**src/rtl/fifo_arb_pkg.sv**
```systemverilog
// -----------------------------------------------------------------------------
// fifo_arb_pkg
// Shared types and constants for the FIFO write-port arbiter.
//   arb_state_t : arbiter FSM states (IDLE, GRANT)
//   DEF_DW      : default data width, matching the 8-bit async FIFO
//   STALL_W     : width of the blocked-write statistics counter
//   STALL_MAX   : saturation value of the statistics counter
// -----------------------------------------------------------------------------
package fifo_arb_pkg;

    typedef enum logic {
        IDLE  = 1'b0,
        GRANT = 1'b1
    } arb_state_t;

    localparam int                 DEF_DW    = 8;
    localparam int                 STALL_W   = 16;
    localparam logic [STALL_W-1:0] STALL_MAX = 16'hFFFF;

endpackage

```
**src/rtl/fifo_arb_rr_pick.sv**
```systemverilog
// -----------------------------------------------------------------------------
// fifo_arb_rr_pick
// Combinational round-robin picker: returns the first set bit of req found by
// scanning upward from ptr and wrapping modulo NREQ.
//   req   in  NREQ : request vector
//   ptr   in  IW   : scan start index (must be < NREQ)
//   found out 1    : at least one request is set
//   idx   out IW   : index of the selected request (0 when none)
// -----------------------------------------------------------------------------
module fifo_arb_rr_pick #(
    parameter int NREQ = 4,
    parameter int IW   = $clog2(NREQ)
) (
    input  logic [NREQ-1:0] req,
    input  logic [IW-1:0]   ptr,
    output logic            found,
    output logic [IW-1:0]   idx
);

    // One extra bit so ptr + offset cannot overflow before the modulo fold.
    logic [IW:0] w_pos;

    always_comb begin
        found = 1'b0;
        idx   = '0;
        w_pos = '0;
        for (int k = 0; k < NREQ; k++) begin
            w_pos = {1'b0, ptr} + (IW+1)'(k);
            if (w_pos >= (IW+1)'(NREQ)) begin
                w_pos = w_pos - (IW+1)'(NREQ);
            end
            if (!found && req[w_pos[IW-1:0]]) begin
                found = 1'b1;
                idx   = w_pos[IW-1:0];
            end
        end
    end

endmodule

```
**src/rtl/fifo_wr_arbiter.sv**
```systemverilog
// -----------------------------------------------------------------------------
// fifo_wr_arbiter
// Round-robin arbiter sharing the write side of the async FIFO among NREQ
// requesters, in the FIFO write-clock domain. A grant is held for at most
// BURST accepted writes, then rotates. No write is issued while full is high.
//
// Optional build macro: FIFO_WR_ARB_STATS_EN enables the blocked-write
// counter on stall_cnt; without it stall_cnt is tied to zero.
//
// Ports:
//   wrclk     in  1        write-side clock
//   rst       in  1        synchronous active-high reset
//   req       in  NREQ     per-requester write request
//   req_data  in  NREQ*DW  packed requester words, requester i at [i*DW +: DW]
//   ack       out NREQ     one-hot: requester's current word written this cycle
//   full      in  1        FIFO full flag (registered inside the FIFO)
//   wr        out 1        FIFO write enable
//   data      out DW       FIFO write data
//   busy      out 1        a grant is held
//   stall_cnt out 16       saturating count of blocked-write cycles
// -----------------------------------------------------------------------------
module fifo_wr_arbiter
    import fifo_arb_pkg::*;
#(
    parameter int NREQ  = 4,
    parameter int DW    = DEF_DW,
    parameter int BURST = 4
) (
    input  logic                 wrclk,
    input  logic                 rst,
    input  logic [NREQ-1:0]      req,
    input  logic [NREQ*DW-1:0]   req_data,
    output logic [NREQ-1:0]      ack,
    input  logic                 full,
    output logic                 wr,
    output logic [DW-1:0]        data,
    output logic                 busy,
    output logic [STALL_W-1:0]   stall_cnt
);

    localparam int IW = $clog2(NREQ);
    localparam int BW = $clog2(BURST) + 1;

    arb_state_t    r_state;
    logic [IW-1:0] r_ptr;
    logic [IW-1:0] r_gidx;
    logic [BW-1:0] r_bcnt;

    logic          w_grant;
    logic          w_req_g;
    logic          w_wr;
    logic          w_last;
    logic          w_release;
    logic [IW-1:0] w_pick_ptr;
    logic          w_found;
    logic [IW-1:0] w_pick;

    function automatic logic [IW-1:0] wrap_inc(input logic [IW-1:0] v);
        if (v == IW'(NREQ - 1)) begin
            return '0;
        end
        return v + IW'(1);
    endfunction

    assign w_grant   = (r_state == GRANT);
    assign w_req_g   = req[r_gidx];
    assign w_wr      = w_grant & w_req_g & ~full;
    assign w_last    = (r_bcnt == BW'(BURST - 1));
    assign w_release = w_grant & (~w_req_g | (w_wr & w_last));

    // While granted, the picker always looks one past the current holder so
    // a release can re-arbitrate on the same edge with no bubble; the holder
    // itself is reached last, so it only wins again if nobody else waits.
    assign w_pick_ptr = w_grant ? wrap_inc(r_gidx) : r_ptr;

    fifo_arb_rr_pick #(
        .NREQ (NREQ),
        .IW   (IW)
    ) u_pick (
        .req   (req),
        .ptr   (w_pick_ptr),
        .found (w_found),
        .idx   (w_pick)
    );

    always_comb begin
        wr   = w_wr;
        busy = w_grant;
        ack  = '0;
        if (w_wr) begin
            ack[r_gidx] = 1'b1;
        end
        data = w_grant ? req_data[int'(r_gidx)*DW +: DW] : '0;
    end

    always_ff @(posedge wrclk) begin
        if (rst) begin
            r_state <= IDLE;
            r_ptr   <= '0;
            r_gidx  <= '0;
            r_bcnt  <= '0;
        end else begin
            case (r_state)
                IDLE: begin
                    if (w_found) begin
                        r_state <= GRANT;
                        r_gidx  <= w_pick;
                        r_bcnt  <= '0;
                    end
                end
                GRANT: begin
                    if (w_release) begin
                        r_ptr  <= w_pick_ptr;
                        r_bcnt <= '0;
                        if (w_found) begin
                            r_gidx <= w_pick;
                        end else begin
                            r_state <= IDLE;
                        end
                    end else if (w_wr) begin
                        r_bcnt <= r_bcnt + BW'(1);
                    end
                end
                default: r_state <= IDLE;
            endcase
        end
    end

`ifdef FIFO_WR_ARB_STATS_EN
    logic [STALL_W-1:0] r_stall;

    // A blocked cycle is one where the holder wants to write but full stops it.
    always_ff @(posedge wrclk) begin
        if (rst) begin
            r_stall <= '0;
        end else if (w_grant && w_req_g && full && (r_stall != STALL_MAX)) begin
            r_stall <= r_stall + STALL_W'(1);
        end
    end

    assign stall_cnt = r_stall;
`else
    assign stall_cnt = '0;
`endif

endmodule
```
**config.mk**
```make
export PLATFORM = sky130hd
export DESIGN_NAME = fifo_wr_arbiter
export DESIGN_NICKNAME = d
export VERILOG_FILES = /design/src/rtl/fifo_arb_pkg.sv /design/src/rtl/fifo_arb_rr_pick.sv /design/src/rtl/fifo_wr_arbiter.sv
export SDC_FILE = /design/constraint.sdc
export NUM_CORES = 1
export LEC_CHECK = 0
export CELL_PAD_IN_SITES_DETAIL_PLACEMENT = 1
export CELL_PAD_IN_SITES_GLOBAL_PLACEMENT = 1
export CORE_UTILIZATION = 26
export CTS_CLUSTER_DIAMETER = 60
export DETAILED_ROUTE_END_ITERATION = 7
export HOLD_SLACK_MARGIN = 0.15
export PLACE_DENSITY = 0.88
export SYNTH_ARGS = -nofsm -noshare
export SYNTH_HDL_FRONTEND = slang
export SYNTH_HIERARCHICAL = 1
export SYNTH_SLANG_ARGS = --single-unit
```
**constraint.sdc**
```tcl
create_clock -name wrclk -period 4.2 [get_ports wrclk]
set_input_delay 1.26 -clock wrclk [delete_from_list [all_inputs] [get_ports wrclk]]
set_output_delay 1.26 -clock wrclk [all_outputs]
set_load 0.01 [all_outputs]
```
After elaboration in Yosys (flattened, before gate mapping)
Cells that the tools add are included.

operators by class
  mux-type cells = 40
  equality and inequality tests = 5
  shifts and indexed selects = 1
  $lt $le $gt $ge = 10
  reduce and logical (&&, ||, !) cells = 9
  divide/modulo/power cells = 0
  $mul = 0
  bitwise operators = 8
  $add $sub $neg = 9

operators with widths
  kind                                                   number
  indexed part select 32 x 6 -> 8 bit                    1
  2-to-1 mux 2 bit                                       13
  < comparator 2 x 3 -> 1 bit, second input constant     5
  2-to-1 mux 1 bit                                       13
  binary-select mux 1 bit (select 2 bit)                 5
  >= comparator 3 bit, second input constant             3
  2-to-1 mux 3 bit                                       3
  2-to-1 mux 8 bit                                       1
  subtractor 2 x 1 -> 2 bit, second input constant       4
  adder 2 x 2 -> 3 bit, second input constant            2
  case mux 3 bit (2 select lines)                        1
  bitwise AND 1 bit                                      4
  logical AND 1 bit                                      4
  2-to-1 mux 4 bit                                       1
  inequality test 2 x 1 -> 1 bit, second input constant  2
  case mux 2 bit (2 select lines)                        1
  AND reduction 2 bit                                    2
  adder 2 x 1 -> 3 bit, second input constant            1
  adder 3 x 1 -> 3 bit, second input constant            1
  == test 3 x 2 -> 1 bit, second input constant          1
  >= comparator 2 x 3 -> 1 bit, second input constant    1
  zero test 1 bit                                        3
  inequality test 3 x 1 -> 1 bit, second input constant  1
  inverter 1 bit                                         3
  6 further kinds                                        6

storage, ports and cells
  bits in registers = 8
  word-level logic and storage cells = 86
  bits in latches = 0
  memories = 0
  memory bits (writable) = 0
  ROM bits = 0
  input port bits = 39

Depth between registers and ports, before layout
Gate-level depths: netlist (run 1).

  word-level depth = 21
  gate-level depth with buffers = 9
  gate-level depth less buffers = 8

Modules after synthesis
Netlist (run 1), hierarchy kept.

modules (own cells, without submodules)
  module            instances  cells an instance  area an instance (µm²)
  fifo_wr_arbiter   1          98                 913.4
  fifo_arb_rr_pick  1          15                 77.6

Worst setup path before layout (run 1)
Ideal clock, no wire load.

  path type = input port to output port
  start = in req[3]
  end = out ack[0]
  cell stages on the path = 3
  buffers on the path = 1
  arrival = 2106 ps
  slack = 834 ps
  required time = 2940 ps
  cells stage by stage = mux4_2 buf_6 and3_1

between the ends
  longest elaborated chain between the ends = 5

RTL lines
  item                                    RTL line               RTL
  from (decl)                             fifo_wr_arbiter.sv:31  input logic [NREQ-1:0] req,
  binary-select mux 1 bit (select 2 bit)  fifo_wr_arbiter.sv:66  assign w_req_g = req[r_gidx];
  2-to-1 mux 1 bit (not written as such)  fifo_wr_arbiter.sv:66
  bitwise AND 1 bit (2 in series)         fifo_wr_arbiter.sv:67  assign w_wr = w_grant & w_req_g & ~full;
  2-to-1 mux 4 bit                        fifo_wr_arbiter.sv:90  if (w_wr) begin
  to (decl)                               fifo_wr_arbiter.sv:33  output logic [NREQ-1:0] ack,

Every way passes these cells. The select of a mux whose other input is x is not followed.

Worst setup path in the final report (run 1)
  start = in req[3]
  end = out ack[1]

Same word-level chain as after synthesis.

==> results.py, run 1 <==
metrics = {
    "status": {
        "status": "completed",
    },
    "grt": {
        "overflow": 0,
        "grt_pass1_wl_mm": 4.63,
        "grt_pass1_vias": 981,
        "grtUsageTotal_pct": 15.1,
        "grt_max_degree": 18,
        "antenna_found_initial": 0,
    },
    "sta": {
        "finalHoldViolCount": 0,
        "setup_tns_ns": 0,
        "tightest_slew_ns": 0.791,
        "rsz0062_at_grt": "false",
        "setup_viol": 0,
        "max_freq_mhz": 242,
        "period_share_pct": 98.5,
        "clock-skew-final_ns": 0.000262,
        "fin_crit_ns": 4.14,
        "maxSlewHeadroom_pct": 47.2,
        "slew_viol_final": 0,
        "whs_ns": 0.455,
    },
    "place": {
        "placed_cells": 213,
        "globalplace.congestion": 0.715,
        "port_buffers": 52,
        "post_dp_cell_area_um2": 1530,
        "dp_hpwl_mm": 2.52,
    },
    "layout": {
        "syn_to_final_growth_pct": 58.3,
        "drive_gt1_share_pct": 13.1,
        "fillCellCount": 433,
        "final_cell_area_um2": 1570,
        "multi_input_area_um2": 698,
        "nets": 215,
        "instances_no_fill": 216,
        "num_antenna_cells": 0,
        "seq_area_um2": 160,
    },
    "yosys": {
        "synthCells": 113,
        "synth_common_cells": "16 x buf_4, 10 x inv_1, 9 x and2_1, 9 x mux4_2",
        "synth.distinct_cells": 30,
        "synth_seq_cells": 8,
        "syn_area_um2": 991,
        "synth_ff_type": "dfxtp_1",
        "ys_seq_area_share_pct": 16.2,
        "ys_warn_count": 6,
        "synth.largest_area_cell": "mux4_2",
        "synth_top_cell_area_share_pct": 20.5,
        "synth-edff-count": 0,
        "synthArstFlopShare_pct": 0,
        "syn_area_per_cell_um2": 8.77,
        "synth.top_cells.by_area": "mux4_2 20%, dfxtp_1 16%, buf_4 12%, ha_1 7.6%, and2_1 5.7%",
        "yosysMostFrequentCell": "buf_4",
    },
    "drt": {
        "ant_nets": 0,
        "wl_per_cell_um": 13.6,
        "dr.pass1.iters": 2,
        "num_vias": 994,
        "drc": 0,
        "drt_iter0_markers": 38,
        "vias_per_cell": 4.60,
        "drt_wl_total_mm": 2.94,
    },
    "power": {
        "p_total_w": 0.000372,
        "p_leak_nw": 0.697,
        "p_per_area_nw_per_um2": 237,
        "max-vdd-ir-drop_uv": 93.1,
    },
    "floorplan": {
        "placeableCoreArea_um2": 3660,
        "io_pins": 69,
        "start_util_pct": 27.1,
        "die_width_um": 63.7,
        "die-area_um2": 4060,
        "num_rows": 22,
        "die_y_um": 63.7,
    },
    "worst_setup_path": {
        "worstSetupPathType": "primary input to primary output",
        "cp-start-kind": "primary input",
        "crit_arrival_ns": 2.88,
        "required_ns": 2.94,
        "cp-end-kind": "primary output",
        "cp_max_fo": 6,
    },
    "cts": {
        "clk_latency_ns": 0.23,
        "numCtsBuffers": 3,
        "htreeDepth": 1,
        "cts_tree": "done",
        "clock-sinks": 8,
        "cts.path.max_buffers": 2,
        "cts_hold_buf": 0,
        "cts_root_buffer": "clkbuf_8",
        "path_clk_slew_ns": 0.04,
    },
    "worst_hold_path": {
        "hp-class": "flip-flop to flip-flop",
    },
    "flow_run": {
        "max_cap_viol_count": 0,
    },
}
metal layers:
metal  global-route usage (%)  vias to the layer above  part of all wire [%]
met5                        0                        -                     0
met4                     6.82                        0                   2.8
met3                     3.39                        9                   4.6
met2                     28.9                       35                    55
met1                     15.4                      476                    37
li1                         -                      474                     -
area by class of cell:
type | instances | area share [%]
multi-input cells | 88 | 44.5
repair buffers | 58 | 36.2
flip-flops and latches | 8 | 10.2
well taps | 48 | 3.83
clock buffers | 3 | 2.63
inverters | 11 | 2.63
power by group:
| group | leakage, nW | internal [W] | switching (W) |
|---|---|---|---|
| combinational | 0.609 | 0.000110 | 0.0000673 |
| clock | 0.0216 | 0.0000623 | 0.0000323 |
| sequential | 0.0657 | 0.0000834 | 0.0000172 |
| total | 0.697 | 0.000256 | 0.000117 |
worst paths after layout:
kind	start	end	slack (ns)	cells past startpoint
hold reg to reg	r_bcnt[2]$_SDFFE_PP0P_	r_bcnt[2]$_SDFFE_PP0P_	0.45	2
hold / removal	r_bcnt[2]$_SDFFE_PP0P_	r_bcnt[2]$_SDFFE_PP0P_	0.45	2
setup reg to reg	r_gidx[0]$_SDFFE_PP0P_	r_ptr[0]$_SDFFE_PP0P_	1.83	4
setup / recovery	req[3]	ack[1]	0.06	4
critical path, cell delays in order:
cell and delay, ns:
clkdlybuf4s50_1 0.41, mux4_2 0.54, and3_1 0.19, clkdlybuf4s50_1 0.47
kinds of logic after synthesis:
kind of cell	after synthesis	synth area share, %
DFF	8	16.2
muxes	16	27.8
buffers and inverters	32	19.1
and+or+nand+nor	36	19.1
AOI/OAI and AO/OA	14	9.98
adders and majority gates	6	7.58
other	1	0.378
sequential cells by signal (all words and copies together), names as in the netlist:
name and flops:
r_gidx 2, r_bcnt 3, busy 1, r_ptr 2
placed cells by master (no fill, tap or decap):
master	Yosys	layout
ha_1	6	6
a211o_1	1	1
inv_2	1	1
o221ai_1	1	1
nor3_1	1	1
dfxtp_1	8	8
a21oi_1	6	6
dlymetal6s2s_1	0	1
nand4_1	3	3
clkdlybuf4s50_1	0	51
mux4_2	9	9
mux2_2	2	2
and3_1	4	4
inv_1	10	10
nand2b_1	2	2
a31oi_2	1	1
clkbuf_8	0	3
mux2i_1	5	5
a221o_1	1	1
o21ai_0	1	1
buf_4	16	6
o31ai_1	1	1
nand3_1	2	2
a31oi_1	1	1
and2_1	9	9
o211a_1	1	1
nor2b_1	2	2
nor2_1	5	5
conb_1	1	16
nand2_1	8	8
repair_timing:
| action | CTS | global route |
|---|---|---|
| setup endpoints to repair | 0 | 1 |
| buffers inserted | 0 | 0 |
| resized for setup | 0 | 1 |
metrics by stage:
| stage | setup WS, ns | util (%) |
|---|---|---|
| finish | 0.0636 | 42.9 |
| global route | 0.00951 | 42.9 |
| CTS | 0.0545 | 42.8 |
| detailed placement | 0.0509 | 41.7 |
| global placement | 0.0558 | 41.7 |
| floorplan | 0.834 | - |
No activity file was read; power rests on OpenSTA's default activity.
==> run 2: changes to the inputs <==
CTS_CLUSTER_DIAMETER = not set   (was 60)
==> results of run 2 <==
The final DEF is identical to that of run 1; final timing and power are the same.
==> variant (config.mk and constraints of run 1) <==
Change the package constant `DEF_DW` from 8 to 12. Comments in the files are not updated.
--- a/src/rtl/fifo_arb_pkg.sv
+++ b/src/rtl/fifo_arb_pkg.sv
@@ -13,7 +13,7 @@
         GRANT = 1'b1
     } arb_state_t;
 
-    localparam int                 DEF_DW    = 8;
+    localparam int                 DEF_DW    = 12;
     localparam int                 STALL_W   = 16;
     localparam logic [STALL_W-1:0] STALL_MAX = 16'hFFFF;
 
Ports: changed (resized data and req_data); port bits go from 69 to 89. No check against the original RTL was run, so the function may have changed too.
==> variant against run 1 <==
Synthesized cell count is 8.0% higher. Global-route usage fell by 0.31 points. Wire length increased by 23%. Non-clock buffer count is 23 higher. Design area increased by 24%. Sequential cell count stayed put. Setup slack improved by 0.070 ns. First-iteration DRC count rose by 5.3%. Area after synthesis grew 16%. Total power increased by 14%. Via count up 20%. Largest cell class unchanged. Highest routed layer unchanged.
==> variant: results <==
export IMPL_muxShareOfSynthArea_pct=33.77
export IMPL_grt_usage_pct=14.81
export IMPL_grt_max_degree=22
export IMPL_drt_iter0_drc=40
export IMPL_via_per_inst=4.783
export IMPL_relSlewSlack_pct=59.93
export IMPL_grt_pass1_wl_um=5161
export IMPL_layout_nets=262
export IMPL_wl_um=3617
export IMPL_p_comb_mw=0.234
export IMPL_worstPathMaxFanout=1
export IMPL_crit_start="req_data[16]"
export IMPL_worstRegToRegCells=8
export IMPL_gp_congestion=0.7867
export IMPL_status="finished clean"
export IMPL_io_buffers=72
export IMPL_seq_power_share_pct=22.9
export IMPL_setup_worst_path_end="data[4]"
export IMPL_drt_pre_antenna_iters=4
export IMPL_drive_gt1_share_pct=11.56
export IMPL_cp_slowest_stage_delay_ns=0.49
export IMPL_synth_compound_area_share_pct=9.368
export IMPL_ys_types=31
export IMPL_power_switching_mw=0.1330
export IMPL_vdd_drop_max_uv=80.02
-- variant: timing repair --
action	CTS	global route
buffers inserted	0	1
setup endpoints to repair	0	5
endpoints found under the hold margin	0	0
gates resized for setup	0	5
hold buffers	0	0
-- variant: area by class of cell --
class | instances | area [um^2]
clock buffers | 3 | 41.29
inverters | 11 | 41.29
repair buffers | 81 | 800.8
multi-input cells | 96 | 844.6
well taps | 50 | 62.56
fillers | 493 | 2165
flip-flops and latches | 8 | 160.2
-- variant: stage by stage --
stage          instances  setup slack, ns
3_5_place_dp         245          0.01265
2_1_floorplan        137           0.8153
6_report             249           0.1331
5_1_grt              249           0.1002
4_1_cts              248          0.01265
3_3_place_gp         245          0.05249
-- variant: routing by layer --
layer,wire length (um),track usage [%]
met5,0,0
met4,68,5.729
met3,305,2.667
met2,1871,29.66
met1,1372,14.66
